===== config.mk =====
export PLATFORM = sky130hd
export DESIGN_NAME = ibex_rvfi_trace_buffer
export DESIGN_NICKNAME = d
export VERILOG_FILES = /design/src/rtl/ibex_rvfi_trace_buffer.sv
export SDC_FILE = /design/constraint.sdc
export NUM_CORES = 2
export LEC_CHECK = 0
export BUFFER_PORTS_ARGS = -buffer_cell sky130_fd_sc_hd__buf_2
export CAP_MARGIN = 30
export CORE_MARGIN = 1
export CORE_UTILIZATION = 65
export DETAILED_ROUTE_END_ITERATION = 8
export GPL_TIMING_DRIVEN = 0
export PLACE_DENSITY = 0.85
export SKIP_CTS_REPAIR_TIMING = 1
export SLEW_MARGIN = 30
export SYNTH_ARGS = -nofsm -noshare
export SYNTH_HDL_FRONTEND = slang
export SYNTH_SLANG_ARGS = --single-unit
export TNS_END_PERCENT = 100

===== constraint.sdc =====
create_clock -name clk_i -period 8.5 [get_ports clk_i]
set_clock_uncertainty 0.1 [all_clocks]
set_input_delay 0.85 -clock clk_i [delete_from_list [all_inputs] [get_ports clk_i]]
set_output_delay 0.85 -clock clk_i [all_outputs]
set_load 0.05 [all_outputs]

===== src/rtl/ibex_rvfi_trace_buffer.sv =====
// ibex_rvfi_trace_buffer
//   Captures RVFI retirement records into a small FIFO and streams them to an
//   off-core trace sink over valid/ready. Records that arrive while the FIFO
//   is full and not draining are dropped. Each drop bumps a saturating
//   counter and sets a sticky overflow flag. The next accepted record is
//   tagged with a gap bit. A gap is also flagged when rvfi_order skips.
//
// Ports
//   clk_i, rst_ni              clock, async active-low reset
//   rvfi_*                     retirement record from the core
//   trace_valid_o/ready_i      output stream handshake
//   trace_pc/insn/rd_*/mode_o  record payload (registered storage, FWFT)
//   trace_flags_o              {gap, intr, trap, mode[1]}
//   level_o                    occupancy
//   overflow_o, drop_cnt_o     loss reporting; clear_i resets both
module ibex_rvfi_trace_buffer #(
    parameter int unsigned Depth        = 8,
    parameter int unsigned DropCntWidth = 16
) (
    input  logic                        clk_i,
    input  logic                        rst_ni,
    input  logic                        rvfi_valid,
    input  logic [63:0]                 rvfi_order,
    input  logic [31:0]                 rvfi_insn,
    input  logic                        rvfi_trap,
    input  logic                        rvfi_intr,
    input  logic [1:0]                  rvfi_mode,
    input  logic [4:0]                  rvfi_rd_addr,
    input  logic [31:0]                 rvfi_rd_wdata,
    input  logic [31:0]                 rvfi_pc_rdata,
    output logic                        trace_valid_o,
    input  logic                        trace_ready_i,
    output logic [31:0]                 trace_pc_o,
    output logic [31:0]                 trace_insn_o,
    output logic [4:0]                  trace_rd_addr_o,
    output logic [31:0]                 trace_rd_wdata_o,
    output logic [3:0]                  trace_flags_o,
    output logic [1:0]                  trace_mode_o,
    output logic [$clog2(Depth+1)-1:0]  level_o,
    output logic                        overflow_o,
    output logic [DropCntWidth-1:0]     drop_cnt_o,
    input  logic                        clear_i
);

    localparam int unsigned PtrW = $clog2(Depth);
    localparam int unsigned LvlW = $clog2(Depth+1);

    typedef struct packed {
        logic        gap;
        logic        intr;
        logic        trap;
        logic [1:0]  mode;
        logic [4:0]  rd_addr;
        logic [31:0] rd_wdata;
        logic [31:0] insn;
        logic [31:0] pc;
    } rec_t;

    rec_t                    mem_q [Depth];
    logic [PtrW-1:0]         wptr_q, rptr_q;
    logic [LvlW-1:0]         level_q, level_d;
    logic                    pending_gap_q, pending_gap_d;
    logic                    first_seen_q;
    logic [63:0]             last_order_q;
    logic                    overflow_q, overflow_d;
    logic [DropCntWidth-1:0] drop_cnt_q, drop_cnt_d;

    logic full, empty, push, pop, drop, gap_new;
    rec_t wr_rec, rd_rec;

    assign full  = (level_q == LvlW'(Depth));
    assign empty = (level_q == '0);
    assign pop   = !empty && trace_ready_i;
    // A full FIFO still accepts when the head leaves in the same cycle.
    assign push  = rvfi_valid && (!full || pop);
    assign drop  = rvfi_valid && full && !pop;

    // The order check runs against the last order seen, dropped or not, so
    // a lone drop flags exactly one gap (via pending_gap), not two.
    assign gap_new = pending_gap_q ||
                     (first_seen_q && (rvfi_order != last_order_q + 64'd1));

    always_comb begin
        wr_rec          = '0;
        wr_rec.gap      = gap_new;
        wr_rec.intr     = rvfi_intr;
        wr_rec.trap     = rvfi_trap;
        wr_rec.mode     = rvfi_mode;
        wr_rec.rd_addr  = rvfi_rd_addr;
        wr_rec.rd_wdata = rvfi_rd_wdata;
        wr_rec.insn     = rvfi_insn;
        wr_rec.pc       = rvfi_pc_rdata;
    end

    always_comb begin
        level_d = level_q;
        case ({push, pop})
            2'b10:   level_d = level_q + LvlW'(1);
            2'b01:   level_d = level_q - LvlW'(1);
            default: level_d = level_q;
        endcase

        pending_gap_d = pending_gap_q;
        if (drop)      pending_gap_d = 1'b1;
        else if (push) pending_gap_d = 1'b0;

        // Clear takes priority, then a same-cycle drop is counted on top.
        overflow_d = overflow_q;
        drop_cnt_d = drop_cnt_q;
        if (clear_i) begin
            overflow_d = drop;
            drop_cnt_d = drop ? DropCntWidth'(1) : '0;
        end else if (drop) begin
            overflow_d = 1'b1;
            if (!(&drop_cnt_q)) drop_cnt_d = drop_cnt_q + DropCntWidth'(1);
        end
    end

    always_ff @(posedge clk_i or negedge rst_ni) begin
        if (!rst_ni) begin
            for (int i = 0; i < int'(Depth); i++) mem_q[i] <= '0;
            wptr_q        <= '0;
            rptr_q        <= '0;
            level_q       <= '0;
            pending_gap_q <= 1'b0;
            first_seen_q  <= 1'b0;
            last_order_q  <= '0;
            overflow_q    <= 1'b0;
            drop_cnt_q    <= '0;
        end else begin
            if (push) begin
                mem_q[wptr_q] <= wr_rec;
                wptr_q        <= wptr_q + PtrW'(1);
            end
            if (pop) rptr_q <= rptr_q + PtrW'(1);
            if (rvfi_valid) begin
                first_seen_q <= 1'b1;
                last_order_q <= rvfi_order;
            end
            level_q       <= level_d;
            pending_gap_q <= pending_gap_d;
            overflow_q    <= overflow_d;
            drop_cnt_q    <= drop_cnt_d;
        end
    end

    assign rd_rec           = mem_q[rptr_q];
    assign trace_valid_o    = !empty;
    assign trace_pc_o       = rd_rec.pc;
    assign trace_insn_o     = rd_rec.insn;
    assign trace_rd_addr_o  = rd_rec.rd_addr;
    assign trace_rd_wdata_o = rd_rec.rd_wdata;
    assign trace_mode_o     = rd_rec.mode;
    assign trace_flags_o    = {rd_rec.gap, rd_rec.intr, rd_rec.trap, rd_rec.mode[1]};
    assign level_o          = level_q;
    assign overflow_o       = overflow_q;
    assign drop_cnt_o       = drop_cnt_q;

endmodule


==> out/metrics.csv <==
metric,value,unit
largest net degree at the start of global routing,137,
buffers added on ports,300,
clock slew at reported path FFs,0.06,ns
drt first pass iters,9,
endpoint type of the worst setup path,primary output,
TritonCTS clock tree,built,
PD cells,453,mW/mm^2
"Req. time, crit path",7.55,ns
Post-synth top cells,"mux2_2 (1007), dfrtp_1 (941), mux4_2 (212), clkbuf_1 (146), nand2_1 (68)",
maximum clock insertion buffer count,3,
cell mode on critical path,clkbuf_1,
GRT overflow,0,
prevailing post-synth register cell,dfrtp_1,
Initial DRC Count,1920,
final net count,3427,
RSZ-0062 raised after global routing,no,
"Area growth, synth to finish",14.8,%
DRC,28,
post-synth net total,3020,
register bit count reported by yosys,941,
via count,26900,
"Slew Viols, Final",0,
worst vdd ir,0.577,mV
GP Congestion,0.872,
row cnt,94,
Critical Path Slowest Stage Cell,clkbuf_1,
Yosys top cell area share,54.0,%
top post-synthesis cells by area,"dfrtp_1 (54%), mux2_2 (26%), mux4_2 (11%), xnor2_1 (1.3%), clkbuf_1 (1.3%)",
core footprint,0.0661,mm^2
initial antenna violation count,27,
fin crit share,58.2,%
Synth Area per Inst,15.4,um^2
Skew-Pair Late Insertion Delay,0.65,ns
Die H,261,um
gr usage total,32.9,%
critical path peak fanout,10,
mapped cell area,0.0436,mm^2
Rel. slew slack,32.4,%
Post-synth EDFFs,0,
die area,0.0681,mm^2
synthesized instance count,2838,
setup_tns,0,ns
CP peak stage delay,0.77,ns
fmax,202,MHz
ys async rst share,100,%
# setup viols final,0,
I/O pin count,303,
CTS root buf,clkbuf_16,
DRT antenna net count,0,
CP arrival,4.00,ns
Synth area leader,dfrtp_1,
startpoint types,flip-flop,
Die W,261,um
minimum clock period,4.95,ns
endpoints failing hold,0,
Power Total,0.0227,W
vias in the first global route,29400,
failing checks,design-rule violations,
"Seq/Total Area, Yosys",54.0,%
DP HPWL,72.4,mm
MaxCap Viol Count,0,
first-pass GRT wire length,171,mm
Hold WC Path Type,primary input to flip-flop,
share of layout cells above drive strength 1,52.2,%
total CTS buffers,95,
Synth warnings,0,
most frequent cell after synthesis,mux2_2,
Sink Count,941,
Avg WL per Cell,25.9,um
Initial Util,65.9,%
Worst Tran Pin Value,1.01,ns
CP Class,flip-flop to primary output,
H-tree depth,3,
Via density,6.40,
Lkg Pwr,21.4,nW
Yosys cell types,57,
outcome,"complete, but fails checks",
critical-path cell list,clkbuf_1 > clkbuf_1 > clkbuf_1 > mux4_2 > mux2_2 > buf_4 > buf_2,
worst hold slack,0.354,ns
final WL,109,mm
power breakdown:
part	switching, W	total (W)	leakage, nW	internal, W
Combinational	0.00563	0.0103	8.35	0.00465
Sequential	0.00115	0.00774	11.3	0.00659
Clock	0.00181	0.00463	1.73	0.00282
Total	0.00860	0.0227	21.4	0.0141
cells in the final DEF, fill, tap and decap left out, types with 19 or more instances in the layout:
cell type,n
nand3_1,38
xnor2_1,65
clkinv_2,20
dfrtp_1,941
mux4_2,212
nand2_1,68
buf_2,306
nor2_1,37
nand4_1,30
clkbuf_16,100
xor2_1,40
clkbuf_8,22
mux2_2,1007
nor3_1,21
o21ai_0,19
clkbuf_1,148
diode_2,23
kinds of logic after synthesis:
| kind of cell | synth area share (%) |
|---|---|
| muxes | 37.2 |
| AOI/OAI and AO/OA | 1.10 |
| adders and majority gates | 0.247 |
| DFF | 54.0 |
| and+or+nand+nor | 3.67 |
| xor gates and xnor gates | 2.11 |
| buffers and inverters | 1.67 |
metrics by stage:
stage | worst slack (ns) | area, um^2 | utilization [%] | instances
floorplan | 5.04 | 43600 | - | 2838
global placement | -11.79 | 46200 | 69.8 | 4002
detailed placement | 3.56 | 46400 | 70.2 | 4010
CTS | 3.49 | 49900 | 75.5 | 4187
global route | 3.44 | 50000 | 75.6 | 4202
finish | 3.55 | 50000 | 75.7 | 4212
routing by layer:
layer	global-route usage, %	vias up	routed length (um)
li1	-	11500	-
met1	43.2	14300	43000
met4	12.9	24	4060
met2	54.2	825	55400
met3	6.96	282	6670
met5	0	-	150
sequential cells by signal, summed over array words and instances, names as in the netlist:
register and flops:
last_order_q 64, wptr_q 3, rptr_q 3, mem_q 848, drop_cnt_o 16, first_seen_q 1, pending_gap_q 1, overflow_o 1
level_o 4
final cells by class:
type                    count  area [um^2]
fillers                  3811        16100
inverters                  16         60.1
clock buffers             131         2840
diodes                     23         57.6
plain buffers             176          696
clock inverters            46          668
multi-input cells        1705        19300
repair buffers            310         1760
flip-flops and latches    941        23500
well taps                 864         1080
path summary, 6_finish.rpt:
| path | cells after the start | end | slack [ns] | start |
|---|---|---|---|---|
| max | 7 | trace_mode_o[1] | 3.55 | rptr_q[1] |
| min | 3 | last_order_q[2] | 0.35 | rvfi_order[2] |
| max reg2reg | 10 | mem_q[635] | 4.19 | last_order_q[0] |
| min in group asynchronous | 2 | mem_q[231] | 0.60 | rst_ni |
| max in group asynchronous | 5 | mem_q[282] | 5.70 | rst_ni |
| min reg2reg | 2 | mem_q[847] | 0.39 | mem_q[847] |
worst max-delay path: cells and delay by family (launching register included):
family / cells / cell delay [ns]
buf+inv: 5 / 2.23
flops: 1 / 0.35
mux: 2 / 0.75
No activity file was read; power rests on OpenSTA's default activity.
